File: config.mk
export PLATFORM = sky130hd
export DESIGN_NAME = motor_duty_ramp
export DESIGN_NICKNAME = d
export VERILOG_FILES = /design/src/rtl/motor_duty_ramp.sv
export SDC_FILE = /design/constraint.sdc
export NUM_CORES = 1
export LEC_CHECK = 0
export BUFFER_PORTS_ARGS = -buffer_cell sky130_fd_sc_hd__buf_2
export CELL_PAD_IN_SITES_DETAIL_PLACEMENT = 1
export CELL_PAD_IN_SITES_GLOBAL_PLACEMENT = 1
export CORE_MARGIN = 5
export CORE_UTILIZATION = 45
export CTS_CLUSTER_DIAMETER = 30
export DETAILED_ROUTE_END_ITERATION = 8
export PLACE_DENSITY_LB_ADDON = 0.2
export RECOVER_POWER = 50
export SYNTH_ARGS = -nofsm -noshare
export SYNTH_HDL_FRONTEND = slang
export SYNTH_SLANG_ARGS = --single-unit
export TNS_END_PERCENT = 1
File: constraint.sdc
create_clock -name clk -period 3.95 [get_ports clk]
set_clock_uncertainty 0.15 [all_clocks]
set_input_delay 0.5925 -clock clk [delete_from_list [all_inputs] [get_ports clk]]
set_output_delay 0.5925 -clock clk [all_outputs]
set_load 0.02 [all_outputs]
File: src/rtl/motor_duty_ramp.sv
// rtl/motor_duty_ramp.sv - soft-start / slew controller feeding the PWM duty input
//
// Purpose:
//   Moves the PWM duty magnitude toward a signed speed command at a fixed
//   rate of STEP counts every PRESCALE clocks. A change of direction first
//   ramps the duty to zero, then holds zero for DEAD_TICKS ramp ticks before
//   the H-bridge direction bit flips. Also provides a soft stop (enable low)
//   and an immediate brake.
//
// Ports:
//   clk          in   system clock, rising edge
//   rst_n        in   asynchronous active-low reset
//   target       in   signed two's-complement speed command (LENGTH+1 bits)
//   target_valid in   one-cycle strobe, captures target
//   enable       in   0 = soft stop (ramp to 0), captured target retained
//   brake        in   1 = duty forced to 0 on the next edge, held while high
//   duty         out  duty magnitude to the PWM stage (registered)
//   dir          out  0 = forward, 1 = reverse (registered)
//   at_target    out  duty/dir match the effective target and not in DEAD
//   state        out  00 IDLE, 01 RAMP, 10 DEAD
module motor_duty_ramp #(
  parameter int LENGTH     = 10,
  parameter int PRESCALE   = 1000,
  parameter int STEP       = 4,
  parameter int DEAD_TICKS = 8
) (
  input  logic              clk,
  input  logic              rst_n,
  input  logic [LENGTH:0]   target,
  input  logic              target_valid,
  input  logic              enable,
  input  logic              brake,
  output logic [LENGTH-1:0] duty,
  output logic              dir,
  output logic              at_target,
  output logic [1:0]        state
);

  localparam int PW = (PRESCALE > 1) ? $clog2(PRESCALE) : 1;
  localparam int DW = $clog2(DEAD_TICKS + 1);

  localparam logic [PW-1:0]   PRE_LAST  = PW'(PRESCALE - 1);
  localparam logic [DW-1:0]   DEAD_LOAD = DW'(DEAD_TICKS);
  localparam logic [DW-1:0]   DEAD_ONE  = DW'(1);
  localparam logic [LENGTH:0] STEP_X    = (LENGTH + 1)'(STEP);

  typedef enum logic [1:0] {
    S_IDLE = 2'b00,
    S_RAMP = 2'b01,
    S_DEAD = 2'b10
  } state_t;

  // ------------------------------------------------------------------------
  // Registers
  // ------------------------------------------------------------------------
  logic [PW-1:0]     r_pre;
  logic [LENGTH-1:0] r_tgt_mag;
  logic              r_tgt_dir;
  logic [LENGTH-1:0] r_duty;
  logic              r_dir;
  state_t            r_state;
  logic [DW-1:0]     r_dead;

  // ------------------------------------------------------------------------
  // Combinational helpers
  // ------------------------------------------------------------------------
  logic              w_tick;
  logic [LENGTH:0]   w_neg;
  logic [LENGTH:0]   w_abs;
  logic [LENGTH-1:0] w_cap_mag;
  logic [LENGTH-1:0] w_eff_mag;
  logic              w_reversal;
  logic [LENGTH:0]   w_duty_x;
  logic [LENGTH:0]   w_eff_x;
  logic [LENGTH-1:0] w_step_to_zero;
  logic [LENGTH-1:0] w_step_up;
  logic [LENGTH-1:0] w_step_down;

  // Free-running tick; commands never restart it, so slew timing stays fixed.
  assign w_tick = (r_pre == PRE_LAST);

  // Magnitude of the command. The most negative code has no positive
  // counterpart in LENGTH bits, so it saturates to full scale.
  assign w_neg     = ~target + 1'b1;
  assign w_abs     = target[LENGTH] ? w_neg : target;
  assign w_cap_mag = w_abs[LENGTH] ? {LENGTH{1'b1}} : w_abs[LENGTH-1:0];

  assign w_eff_mag  = (enable && !brake) ? r_tgt_mag : '0;
  assign w_reversal = (w_eff_mag != '0) && (r_tgt_dir != r_dir);

  // One extra bit of headroom so that neither add nor subtract can wrap.
  assign w_duty_x = {1'b0, r_duty};
  assign w_eff_x  = {1'b0, w_eff_mag};

  assign w_step_to_zero = (w_duty_x <= STEP_X) ? '0
                                               : LENGTH'(w_duty_x - STEP_X);

  // Final step lands exactly on the goal instead of overshooting it.
  assign w_step_up   = ((w_eff_x - w_duty_x) <= STEP_X) ? w_eff_mag
                                                        : LENGTH'(w_duty_x + STEP_X);
  assign w_step_down = ((w_duty_x - w_eff_x) <= STEP_X) ? w_eff_mag
                                                        : LENGTH'(w_duty_x - STEP_X);

  // ------------------------------------------------------------------------
  // Ramp tick prescaler
  // ------------------------------------------------------------------------
  always_ff @(posedge clk or negedge rst_n) begin
    if (!rst_n) begin
      r_pre <= '0;
    end else if (w_tick) begin
      r_pre <= '0;
    end else begin
      r_pre <= r_pre + 1'b1;
    end
  end

  // ------------------------------------------------------------------------
  // Command capture. A zero command carries no direction, so the previous
  // direction is kept and a stop never causes a reversal.
  // ------------------------------------------------------------------------
  always_ff @(posedge clk or negedge rst_n) begin
    if (!rst_n) begin
      r_tgt_mag <= '0;
      r_tgt_dir <= 1'b0;
    end else if (target_valid) begin
      r_tgt_mag <= w_cap_mag;
      if (target != '0) begin
        r_tgt_dir <= target[LENGTH];
      end
    end
  end

  // ------------------------------------------------------------------------
  // Ramp state machine: owns duty, dir and the dead-time counter.
  // ------------------------------------------------------------------------
  always_ff @(posedge clk or negedge rst_n) begin
    if (!rst_n) begin
      r_duty  <= '0;
      r_dir   <= 1'b0;
      r_state <= S_IDLE;
      r_dead  <= '0;
    end else if (brake) begin
      // Dead counter and dir are left alone; a pending reversal is
      // re-evaluated from IDLE once the brake is released.
      r_duty  <= '0;
      r_state <= S_IDLE;
    end else begin
      case (r_state)
        S_IDLE: begin
          if (w_reversal) begin
            r_state <= S_DEAD;
            r_dead  <= DEAD_LOAD;
          end else if (w_eff_mag != '0) begin
            r_state <= S_RAMP;
          end
        end

        S_RAMP: begin
          if (w_tick) begin
            if (w_reversal) begin
              r_duty <= w_step_to_zero;
              if (w_step_to_zero == '0) begin
                r_state <= S_DEAD;
                r_dead  <= DEAD_LOAD;
              end
            end else if (r_duty < w_eff_mag) begin
              r_duty <= w_step_up;
            end else if (r_duty > w_eff_mag) begin
              r_duty <= w_step_down;
            end else if (r_duty == '0) begin
              r_state <= S_IDLE;
            end
          end
        end

        S_DEAD: begin
          if (w_tick) begin
            if (r_dead <= DEAD_ONE) begin
              r_dead  <= '0;
              r_state <= S_IDLE;
              // A reversal withdrawn during dead time leaves dir as it was.
              if (w_reversal) begin
                r_dir <= r_tgt_dir;
              end
            end else begin
              r_dead <= r_dead - DEAD_ONE;
            end
          end
        end

        default: begin
          r_state <= S_IDLE;
        end
      endcase
    end
  end

  // ------------------------------------------------------------------------
  // Outputs
  // ------------------------------------------------------------------------
  assign duty      = r_duty;
  assign dir       = r_dir;
  assign state     = r_state;
  assign at_target = (r_state != S_DEAD) &&
                     (r_duty == w_eff_mag) &&
                     ((w_eff_mag == '0) || (r_dir == r_tgt_dir));

endmodule

# After elaboration in Yosys (flattened, before gate mapping)
# Cells that the tools add are included.
classes:
  bitwise_logic: 2
  n_eq_ne: 20
  add_sub_neg: 7
  n_lt_le_gt_ge: 6
  n_reduce_logical: 21
  mux: 32
op_table:
  columns: ["cell", "count"]
  rows:
  - ["$mux W10", 12]
  - ["$logic_not A10 Y1", 3]
  - ["$mux W4", 6]
  - ["$le A11 B3 Y1 const B", 2]
  - ["$mux W2", 11]
  - ["$sub A10 B10 Y11", 2]
  - ["$ne A4 B4 Y1 const B", 5]
  - ["$ne A2 B2 Y1 const B", 6]
  - ["$pmux W4 S3", 1]
  - ["$add A11 B1 Y11 const B", 1]
  - ["$mux W11", 1]
  - ["$not A11 Y11", 1]
  - ["$reduce_bool A11 Y1", 1]
  - ["$add A10 B1 Y10 const B", 1]
  - ["$add A10 B3 Y10 const B", 1]
  - ["$eq A10 B10 Y1", 1]
  - ["$eq A10 B10 Y1 const B", 1]
  - ["$gt A10 B10 Y1", 1]
  - ["$le A10 B3 Y1 const B", 1]
  - ["$lt A10 B10 Y1", 1]
  - ["$reduce_bool A10 Y1", 1]
  - ["$sub A10 B3 Y10 const B", 1]
  - ["$ne A3 B3 Y1 const B", 3]
  - ["$reduce_and A8 Y1", 1]
  - ["19 further kinds", 23]
totals:
  out_inout_bits: 14
  regBits: 38
  wordCells: 95

# Depth between registers and ports, before layout
depth:
  depth_word: 12
  depth_mapped: 19
  ltp_nobuf: 14

# Least setup slack after synthesis
# OpenSTA, ideal clock, no wires.
synth_timing:
  path_kind: "input-to-reg"
  startpoint: "input port brake"
  endpoint: "register r_duty[3], in the netlist duty[3]"
  required_ns: 3.654
  path_stages: 18
  n_path_buf: 4
  path_slack_ns: -0.050
  t_arrival_ns: 3.704
  path_cell_list: "buf_4 nor2b_1 buf_2 clkbuf_1 nand2_1 inv_1 ha_1 clkbuf_1 and3_1 a221o_1 a2111oi_2 a41oi_1 nor4_4 a21o_2 inv_2 a311oi_1 a311o_1 a22oi_1"
synth_via:
  elab_chain_len: 12
  word_cells_on_any_way: 23
  classes_between: "add/sub: 2; order compare: 4; mux: 9; reduce/logical: 8"
synth_rtl:
  columns: ["element", "line_no", "text"]
  rows:
  - ["from (decl)", "32", "input logic brake,"]
  - ["$logic_not A1 Y1", "88", "assign w_eff_mag = (enable && !brake) ? r_tgt_mag : '0;"]
  - ["$logic_and A1 B1 Y1", "88", null]
  - ["$mux W10", "88", null]
  - ["$sub A10 B10 Y11", "101", "assign w_step_down = ((w_duty_x - w_eff_x) <= STEP_X) ? w_eff_mag"]
  - ["$le A11 B3 Y1", "101", null]
  - ["$mux W10", "101", null]
  - ["$mux W10", "168", "end else if (r_duty > w_eff_mag) begin"]
  - ["$mux W10", "166", "end else if (r_duty < w_eff_mag) begin"]
  - ["$mux W10", "160", "if (w_reversal) begin"]
  - ["$mux W10", "159", "if (w_tick) begin"]
  - ["$mux W10", "148", "case (r_state)"]
  - ["$mux W10", "142", "end else if (brake) begin"]
  - ["to (signal assigned)", "161", "r_duty <= w_step_to_zero;"]
  - ["to (signal assigned)", "167", "r_duty <= w_step_up;"]
  - ["to (signal assigned)", "169", "r_duty <= w_step_down;"]
  - ["to (decl)", "59", "logic [LENGTH-1:0] r_duty;"]
# Parallel ways exist; a longest one is shown, timed or not. The select of a mux whose other input is x is not followed.
# A chain may end at the register's enable or synchronous reset.

# Worst setup path after layout
layout_timing:
  startpoint: "input port enable"
  endpoint: "register r_duty[7], in the netlist duty[7]"
layout_via:
  elab_chain_len: 11
  word_cells_on_any_way: 20
  classes_between: "add/sub: 2; order compare: 4; mux: 9; reduce/logical: 5"
layout_rtl:
  columns: ["element", "line_no", "text"]
  rows:
  - ["from (decl)", "31", "input logic enable,"]
  - ["$logic_and A1 B1 Y1 (*)", "88", null]
  - ["$mux W10 (*)", "88", null]
  - ["$sub A10 B10 Y11", "101", null]
  - ["$le A11 B3 Y1", "101", null]
  - ["$mux W10", "101", null]
  - ["$mux W10", "168", null]
  - ["$mux W10", "166", null]
  - ["$mux W10", "160", null]
  - ["$mux W10", "159", null]
  - ["$mux W10", "148", null]
  - ["$mux W10", "142", null]
# Mark *: on every way between the ends. The rest lies on a longest branch, timed or not. The select of a mux whose other input is x is not followed.

==> results.ini <==
[finish]
mostFrequentLayoutCells=45 x nor2_1, 44 x nand2_1, 43 x buf_4
area_growth_pct=18.4
finalNetCount=574
design_area_sq_um=4410
fill_cells=1035
drive_above_1_share=0.198
diodes=0
layout_commonest_cell=nor2_1

[flow_run]
cap_violations=1

[logic_synthesis]
yosys.area.top_type=dfrtp_1
synth_edf_count=0
ys_ff_latch=38
synth_nets=518
async_reset_ff_frac=1.00
ys_warn_count=0
seq_area_frac_synth=0.256
synth_flop_cell=dfrtp_1
syn_avg_cell_area_sq_um=7.78
syn_area_sq_um=3720
yosys-top-cells-area=dfrtp_1 26%, ha_1 8.1%, nor2_1 4.5%
synthCells=478
synth_top_area_frac=0.256
yosysUniqueCellTypes=67

[clock_tree]
clockBufferDepth=2
htree_levels=2
clk_latency_ns=0.31
cts_buffers=5
cts_sinks=38
cts_tree=yes
cts_root_buffer=clkbuf_8
clk_pin_slew_ns=0.09

[detailed_routing]
dr.pass1.iters=6
wirelength_um=12900
wl_per_cell_um=20.2
via_per_inst=6.21
drc_errors=0
ant_nets=0
vias=3974
first_iter_violations=259

[global_route]
grt_remaining_overflow=0
grt_start_max_net_pins=39
track_usage=0.262
antenna_found_initial=0
grt_pass1_wl_um=21400
grt_pass1_vias=4149

[min_path]
worstHoldStart=r_pre[9]
hold_depth=1
whs_endpoint=r_pre[9]
hold_path.class=reg2reg

[run_status]
violations=max-capacitance violations, max-slew violations
status=finished with violations

[worst_setup_path]
r2r_start=duty[3]
crit_arrival_ns=3.83
worstSetupStartpointType=input pin
worstPathRequired_ns=4.03
path_common_cell=buf_4
crit_path_cell_trace=buf_2 > nor2b_1 > buf_4 > nand2_1 > inv_1 > ha_1 > buf_4 > and3_1 > a221o_1 > a2111oi_2 > a41oi_1 > nor4_4 > a21o_2 > inv_2 > o31ai_1 > o221a_1
cpMaxStageDelayCell=a221o_1
slowest_delay_ns=0.40
r2r_slack_ns=0.35
cp_max_fo=9
critPathBufInv=5
crit_family=compound AO/OA/AOI/OAI gates
end_kind=register
path_class=in2reg
worst_r2r_path_depth=11
r2r_end=duty[7]

[die]
core-area_sq_um=8130
die_h_um=101
initial_core_util=0.457
die_x_um=101
ioPinCount=30
dieArea_sq_um=10200
rows=33

[sta]
rsz0062_at_grt=true
tightest_slew_ns=2.15
post-route-period-util=0.950
finalSetupViolCount=0
finalWorstPathRequiredPeriod_ns=3.75
fmax_mhz=267
drv_slew=39
setup_ws_ns=0.198
timing.slew.headroom=-0.436
hold_viol_final=0

[placed_design]
pre_cts_ws_ns=-0.278
dpl-instance-area_sq_um=4250
gp_congestion=0.979
io_buffers=29
dp_hpwl_um=9880

[power_and_ir_drop]
p_leak_nw=1.97
ir_drop_mv=0.210
power.density_nw_per_um2=453

-- cell type report --
cell class                      instances  area [sq um]  area share
Inverter                               31           116      0.0264
Clock inverter                          3          68.8      0.0156
Clock buffer                            5          68.8      0.0156
Tap cell                              105           131      0.0298
Multi-Input combinational cell        385          2590       0.587
Sequential cell                        38           951       0.216
Timing Repair Buffer                   73           483       0.110
-- routing by layer --
| layer | vias up | track usage | routed length [um] |
|---|---|---|---|
| met1 | 1950 | 0.340 | 5570 |
| met2 | 114 | 0.447 | 6330 |
| met4 | 0 | 0.0869 | 348 |
| met5 | - | 0 | 0 |
| met3 | 36 | 0.0381 | 658 |
| li1 | 1874 | - | - |
-- per-stage QoR --
stage | utilization | hold WS (ns) | TNS (ns) | std cells | total power [mW]
after global placement | 0.522 | 0.325 | -0.00372 | 632 | 1.51
after detailed placement | 0.522 | 0.324 | -1.54 | 632 | 1.55
after floorplan | - | 0.147 | 0 | 478 | 1.17
after CTS | 0.539 | 0.291 | 0 | 640 | 1.97
final | 0.542 | 0.351 | 0 | 640 | 2.00
after global routing | 0.542 | 0.365 | -0.0286 | 640 | 2.13
-- how the worst max path moves through the flow --
stage               depth (start not counted)  startpoint  slack [ns]      end
detailed placement                         16      enable       -0.28  duty[5]
finish                                     16      enable        0.20  duty[7]
global placement                           16      enable      -0.003  duty[5]
CTS                                        16      enable        0.03  duty[5]
floorplan                                  18       brake        0.07  duty[3]
global route                               16      enable       -0.03  duty[7]
-- flip-flops by register name (all words and copies together), names as in the netlist --
name       cells
r_tgt_mag     10
r_tgt_dir      1
duty          10
r_dead         4
dir            1
r_pre         10
state          2
-- synthesized netlist by cell type (all sizes together) (9+ instances only) --
| library cell | n |
|---|---|
| ha | 24 |
| nand2 | 44 |
| clkbuf | 18 |
| a21o | 9 |
| a21oi | 25 |
| or3 | 10 |
| nor2 | 47 |
| xnor2 | 14 |
| o21ai | 37 |
| nor3 | 11 |
| inv | 31 |
| a31oi | 9 |
| dfrtp | 38 |
| nand3 | 22 |
-- where the power goes --
group / internal, mW / switching [mW]
Clock: 0.253 / 0.161
Combinational: 0.449 / 0.635
Sequential: 0.427 / 0.0720
-- cell families after synthesis --
family          Yosys count  share of synthesized area
xor+xnor                 20                     0.0471
fa+ha+maj                24                     0.0807
flops                    38                      0.256
mux                      10                     0.0296
buf+inv                  55                     0.0582
compound gates          149                      0.276
simple gates            182                      0.253
-- repair_timing --
item | CTS | global route
hold buffers | 0 | 0
setup endpoints to repair | 0 | 10
resized for setup | 0 | 7
buffers inserted | 0 | 0
(Power assumes the default switching activity.)
